**src/rtl/dv_position_monitor.sv**
```systemverilog
// rtl/dv_position_monitor.sv - debounces valve/bypass feedback and supervises per-valve settle, drift and timeout faults
module dv_position_monitor #(
  parameter int SETTLE_MS    = 200,
  parameter int DEBOUNCE_CNT = 3
) (
  input  logic       clk,
  input  logic       reset,
  input  logic       enable,
  input  logic       strb_ms,
  input  logic [5:0] valve_cmd,
  input  logic [5:0] valve_states,
  input  logic       bypass_state,
  input  logic       fault_clear,
  output logic [5:0] in_position,
  output logic [5:0] valve_fault,
  output logic [5:0] fault_drift,
  output logic       fault_any,
  output logic       bypass_confirmed
);

  localparam int TW = $clog2(SETTLE_MS + 1);
  localparam logic [3:0]    CNT_MAX = 4'(DEBOUNCE_CNT);
  localparam logic [TW-1:0] TMR_MAX = TW'(SETTLE_MS - 1);

  typedef enum logic [1:0] {S_MOVING, S_STABLE, S_FAULT} state_t;

  logic [6:0]       r_last, r_deb;
  logic [6:0][3:0]  r_cnt;
  logic [5:0]       r_cmd_q, r_drift;
  state_t           r_state [6];
  logic [TW-1:0]    r_timer [6];

  logic [6:0]       w_raw, w_last_nxt, w_deb_nxt;
  logic [6:0][3:0]  w_cnt_nxt;
  logic [5:0]       w_edge, w_drift_nxt, w_in_pos;
  state_t           w_state_nxt [6];
  logic [TW-1:0]    w_timer_nxt [6];
  logic             w_tick;

  assign w_tick = strb_ms & enable;
  assign w_raw  = {bypass_state, valve_states};
  assign w_edge = valve_cmd ^ r_cmd_q;

  // Bit 6 is the bypass flag; it shares the debounce but has no FSM.
  always_comb begin
    w_last_nxt = r_last;
    w_cnt_nxt  = r_cnt;
    w_deb_nxt  = r_deb;
    if (w_tick) begin
      for (int i = 0; i < 7; i++) begin
        if (w_raw[i] != r_last[i]) begin
          w_last_nxt[i] = w_raw[i];
          w_cnt_nxt[i]  = 4'd1;
        end else if (r_cnt[i] < CNT_MAX) begin
          w_cnt_nxt[i] = r_cnt[i] + 4'd1;
        end
        if (w_cnt_nxt[i] == CNT_MAX) w_deb_nxt[i] = w_raw[i];
      end
    end
  end

  always_comb begin
    w_drift_nxt = r_drift;
    for (int i = 0; i < 6; i++) begin
      w_state_nxt[i] = r_state[i];
      w_timer_nxt[i] = r_timer[i];
      if (r_state[i] == S_FAULT) begin
        if (fault_clear) begin
          w_state_nxt[i] = S_MOVING;
          w_timer_nxt[i] = '0;
          w_drift_nxt[i] = 1'b0;
        end
      end else if (w_edge[i]) begin
        w_state_nxt[i] = S_MOVING;
        w_timer_nxt[i] = '0;
      end else if (w_tick) begin
        if (r_state[i] == S_MOVING) begin
          if (r_deb[i] == r_cmd_q[i]) begin
            w_state_nxt[i] = S_STABLE;
          end else if (r_timer[i] == TMR_MAX) begin
            w_state_nxt[i] = S_FAULT;
            w_drift_nxt[i] = 1'b0;
          end else begin
            w_timer_nxt[i] = r_timer[i] + 1'b1;
          end
        end else if (r_deb[i] != r_cmd_q[i]) begin
          w_state_nxt[i] = S_FAULT;
          w_drift_nxt[i] = 1'b1;
        end
      end
    end
  end

  always_ff @(posedge clk) begin
    if (reset) begin
      r_last  <= '0;
      r_deb   <= '0;
      r_cnt   <= '0;
      r_cmd_q <= '0;
      r_drift <= '0;
      for (int i = 0; i < 6; i++) begin
        r_state[i] <= S_MOVING;
        r_timer[i] <= '0;
      end
    end else if (enable) begin
      r_last  <= w_last_nxt;
      r_deb   <= w_deb_nxt;
      r_cnt   <= w_cnt_nxt;
      r_cmd_q <= valve_cmd;
      r_drift <= w_drift_nxt;
      for (int i = 0; i < 6; i++) begin
        r_state[i] <= w_state_nxt[i];
        r_timer[i] <= w_timer_nxt[i];
      end
    end
  end

  always_comb begin
    w_in_pos    = '0;
    valve_fault = '0;
    for (int i = 0; i < 6; i++) begin
      w_in_pos[i]    = (r_state[i] == S_STABLE);
      valve_fault[i] = (r_state[i] == S_FAULT);
    end
  end

  assign in_position      = w_in_pos;
  assign fault_drift      = r_drift;
  assign fault_any        = |valve_fault;
  assign bypass_confirmed = r_deb[6] & (&w_in_pos);

endmodule

```
**config.mk**
```make
export PLATFORM = sky130hd
export DESIGN_NAME = dv_position_monitor
export DESIGN_NICKNAME = d
export VERILOG_FILES = /design/src/rtl/dv_position_monitor.sv
export SDC_FILE = /design/constraint.sdc
export NUM_CORES = 1
export LEC_CHECK = 0
export ABC_CLOCK_PERIOD_IN_PS = 5300
export CAP_MARGIN = 30
export CELL_PAD_IN_SITES_DETAIL_PLACEMENT = 0
export CELL_PAD_IN_SITES_GLOBAL_PLACEMENT = 1
export CORE_MARGIN = 4
export CORE_UTILIZATION = 50
export CTS_CLUSTER_SIZE = 16
export DETAILED_ROUTE_END_ITERATION = 6
export PLACE_DENSITY_LB_ADDON = 0.1
export SYNTH_ARGS = -nofsm -noshare
export SYNTH_HDL_FRONTEND = slang
export SYNTH_SLANG_ARGS = --single-unit
```
**constraint.sdc**
```tcl
create_clock -name clk -period 5.3 [get_ports clk]
set_clock_uncertainty 0.05 [all_clocks]
set_input_delay 1.325 -clock clk [delete_from_list [all_inputs] [get_ports clk]]
set_output_delay 1.325 -clock clk [all_outputs]
set_load 0.02 [all_outputs]
```
After elaboration in Yosys (flattened, before gate mapping). Memory sizes are Yosys's and may differ from the RTL's. Cells that the tools add are included.

Bitwise gates (word level): 15. Mux-type cells: 171. Magnitude comparators: 7. Equality and inequality tests: 68. Reduce and logical (&&, ||, !) cells: 41. $add $sub $neg: 13.

Operators with widths (number): $mux 8 (48); $mux 2 (54); $mux 4 (21); $add 8x1->8 const B (6); $eq 8x8->1 const B (6); $mux 1 (48); $reduce_and 3->1 (14); $reduce_and 7->1 (6); $add 4x1->4 const B (7); $eq 4x2->1 const B (7); $lt 4x2->1 const B (7); $ne 2x2->1 const B (12); $ne 3x2->1 const B (6); $ne 3x3->1 const B (6); $reduce_bool 3->1 (6); $ne 1x1->1 (13); $eq 2x1->1 const B (6); $eq 2x2->1 const B (6); $logic_not 2->1 (6); $or 1x1->1 (12); $reduce_bool 2->1 (6); $eq 1x1->1 (6); $reduce_and 6->1 (1); $reduce_or 6->1 (1); other kinds (3) (4).

Logic and storage cells: 345. Memories kept: 2. Input port bits: 18. Memory bits (writable): 60. Register bits: 54. Output and inout bits: 20.

Memory list: r_timer (depth 6, bits a word 8, read ports 6, clocked after memory_dff 0, wr ports 6, line 31) `logic [TW-1:0] r_timer [6];`; r_state (depth 6, bits a word 2, read ports 6, clocked after memory_dff 0, wr ports 6, line 30) `state_t r_state [6];`.

Depth between registers and ports, before layout.
Depth in word-level cells: 8. Gate-level depth with buffers: 6. Depth with buffers taken out: 5.

Worst setup path after synthesis. No wires, ideal clock.

Path kind: input to register. Start: input enable. End: memory r_timer[3][0] in the netlist's numbering, enable pin. Stages: 5. Required time: 4.877 ns. Arrival: 2.343 ns. Setup slack: 2.534 ns. Setup time: 0.373 ns. Buffers on the path: 1. Cells stage by stage: nor2b_1 -> buf_2 -> nand3_1 -> a2bb2oi_1 -> nor2b_1.

RTL lines: start: declaration (line 8) `input logic enable,`; end: declaration (line 31).

==> impl_metrics.ini <==
[outcome]
status = finished clean

[setup_path]
timing.reg2reg.setup_slack_ps = 2790
timing.setup.critical_path_class = reg -> out
r2r-end = r_timer[5][7]$_SDFFCE_PP0P_
critPathCaptureType = output pin
timing.rr.start = r_timer[5][0]$_SDFFCE_PP0P_
critPathRequiredTime_ps = 3920
critPathMaxFanout = 6
reg2regPathDepth = 5
startpoint = r_state[4][0]$_SDFFCE_PP0P_
setup.worst_path.start_class = flip-flop
timing.critical_path.arrival_ps = 2410

[sta]
max_freq_mhz = 264
crit_path_time_final_ps = 3790
period_share_pct = 71.4
postLayoutSetupSlackWorst_ps = 1510
maxSlewHeadroom_pct = 32.9
final_max_slew_viol_count = 0
tns_ps = 0
final_hold_viol_count = 0
tightestPinTransition_ps = 1010
rsz_0062_raised_after_global_routing = false
setup_violations = 0

[routing]
route.vias.total = 4594
postRouteWirelength_um = 13400
route.detailed.drc = 0
via_per_inst = 5.66
wire_per_inst_um = 16.5
first_iter_violations = 277
drt.antenna.violating_nets = 0
drt_first_pass_iters = 5

[global_routing]
grt-ovfl-total = 0
pin_count_of_the_biggest_net_entering_global_routing = 27
antenna_found_initial = 0
grt_usage_pct = 19.9
first_pass_grt_wire_length_um = 22100
first_global_vias = 4484

[pwr]
power-per-cell-area_nw_per_um2 = 339
vdd.ir_drop.worst_mv = 0.318
total_leakage_power_uw = 0.00266

[cells_and_area]
layout-drive-gt1-share_pct = 6.88
fillCellCount = 1019
finish.net_count = 687
flow.area_growth_from_synthesis_pct = 16.9
final_common_cell = sky130_fd_sc_hd__nor2_1
antenna_cells = 0
final_cell_mix = sky130_fd_sc_hd__nor2_1, sky130_fd_sc_hd__edfxtp_1, sky130_fd_sc_hd__dfxtp_1
final_cells = 812

[hold_path]
min_path_cells = 2
holdCritStartpoint = r_last[1]$_SDFFE_PP0P_
hold_path.class = reg -> reg
hold-path-endpoint = r_last[1]$_SDFFE_PP0P_

[clock_tree]
cts.sink_count = 114
cts_hold_buffers = 0
cts_tree = yes
worstSkewPairLatency_ps = 410
ctsResizeCount = 0
number_of_buffers_created_by_cts = 17
cts-root-to-sink-buffers = 2
cts_root_buf = sky130_fd_sc_hd__clkbuf_16
clkTransAtPathRegs_ps = 50
cts-htree-levels = 4
cts_post_setup_buffers_inserted = 0

[logic_synthesis]
synthDistinctLibCells = 59
synth_top_flop_cell = sky130_fd_sc_hd__edfxtp_1
ys_seq_elements = 114
synth_edf_count = 60
yosys_warnings = 0
synth_seq_area_share_pct = 47.6
syn-mean-instance-area_um2 = 9.81
synth.net_count = 648
synthesis.area_um2 = 6050
netlist_instances = 617
synth_async_sr_flop_share_pct = 0

[die]
floorplan.die_area_um2 = 13900
die_w_um = 118
design.core.area_um2 = 11600
core.rowCount = 39
pin_count = 38
start_util_pct = 52.1
floorplan.die.height_um = 118

[placed_design]
port_buffers = 37
placed_cells_incl_taps = 780
gpl.final_weighted_congestion = 0.804
pre_cts_slack_ps = 1160
dp.final_hpwl_um = 9290

[run]
maxCapViolations = 0
==> report_power, final <==
part	switching [µW]	total [µW]	internal [µW]
clock network	375	1040	668
logic	164	286	122
registers	63.5	1070	1000
==> worst max-delay path, stage by stage, from the launching register on <==
cell and delay [ps]:
sky130_fd_sc_hd__edfxtp_1 430, sky130_fd_sc_hd__nand2b_1 210, sky130_fd_sc_hd__inv_1 100, sky130_fd_sc_hd__nor4_1 550, sky130_fd_sc_hd__nand3_1 150, sky130_fd_sc_hd__clkdlybuf4s50_1 560
==> per-stage QoR <==
step                hold slack, ps  util [%]  power (µW)  instance area [µm²]
global route                   450      60.9        2490                 7070
global placement               405      56.2        1350                 6530
CTS                            425      60.9        2420                 7070
floorplan                      396         -        1260                 6050
finish                         429      60.9        2400                 7070
detailed placement             415      56.2        1360                 6530
==> logic make-up (layout without fill, tap and decap cells) <==
family                     after synthesis  in the layout  share of synthesized area, %
adders and majority gates               13             13                          2.69
buffers and inverters                   39             91                          2.67
AOI/OAI and AO/OA                      105            105                          12.4
and+or+nand+nor                        271            271                          23.2
DFF                                    114            114                          47.6
muxes                                   19             19                          3.25
xor gates and xnor gates                56             56                          8.11
==> worst max-delay path by stage <==
stage                                  end  slack (ps)  cells past startpoint
3_3_place_gp   r_timer[2][3]$_SDFFCE_PP0P_        1270                      6
4_1_cts                          fault_any        1480                      5
3_5_place_dp   r_timer[0][4]$_SDFFCE_PP0P_        1160                      6
2_1_floorplan  r_timer[3][0]$_SDFFCE_PP0P_        2530                      5
6_report                         fault_any        1510                      5
5_1_grt                          fault_any        1370                      5
==> synthesized netlist by cell type, types with 13 or more instances <==
library cell / count / area (µm²)
sky130_fd_sc_hd__o21ai_0: 18 / 90.1
sky130_fd_sc_hd__and2_1: 22 / 138
sky130_fd_sc_hd__ha_1: 13 / 163
sky130_fd_sc_hd__xnor2_1: 19 / 166
sky130_fd_sc_hd__dfxtp_1: 54 / 1080
sky130_fd_sc_hd__nand2_1: 25 / 93.8
sky130_fd_sc_hd__a21oi_1: 35 / 175
sky130_fd_sc_hd__nor3_1: 15 / 75.1
sky130_fd_sc_hd__edfxtp_1: 60 / 1800
sky130_fd_sc_hd__nor2b_1: 17 / 106
sky130_fd_sc_hd__mux2i_1: 14 / 140
sky130_fd_sc_hd__and3_1: 15 / 93.8
sky130_fd_sc_hd__xor2_1: 37 / 324
sky130_fd_sc_hd__nor2_1: 90 / 338
sky130_fd_sc_hd__inv_1: 17 / 63.8
sky130_fd_sc_hd__nand3_1: 37 / 185
==> routing by layer <==
layer,vias up,wire length [µm],global-route usage [%]
met5,-,0,0
met4,0,119,5.93
met3,12,471,5.96
met2,82,6310,31.5
met1,2207,6510,26.3
li1,2293,-,-
==> state kept, by name, summed over array words and instances, names as in the netlist <==
register,count
r_cnt,28
fault_drift,6
r_timer,48
r_last,7
r_state,12
r_cmd_q,6
r_deb,7
==> layout make-up <==
type                       instances  area (µm²)  share of cell area, %
clock buffer                      23         478                   6.76
clock inverter                     9        62.6                  0.885
inverter                          18        67.6                  0.955
multi-input combinational        464        3010                   42.5
sequential                       114        2880                   40.8
tap                              143         179                   2.53
timing repair buffer              41         395                   5.59
No activity file was read; power rests on OpenSTA's default activity.
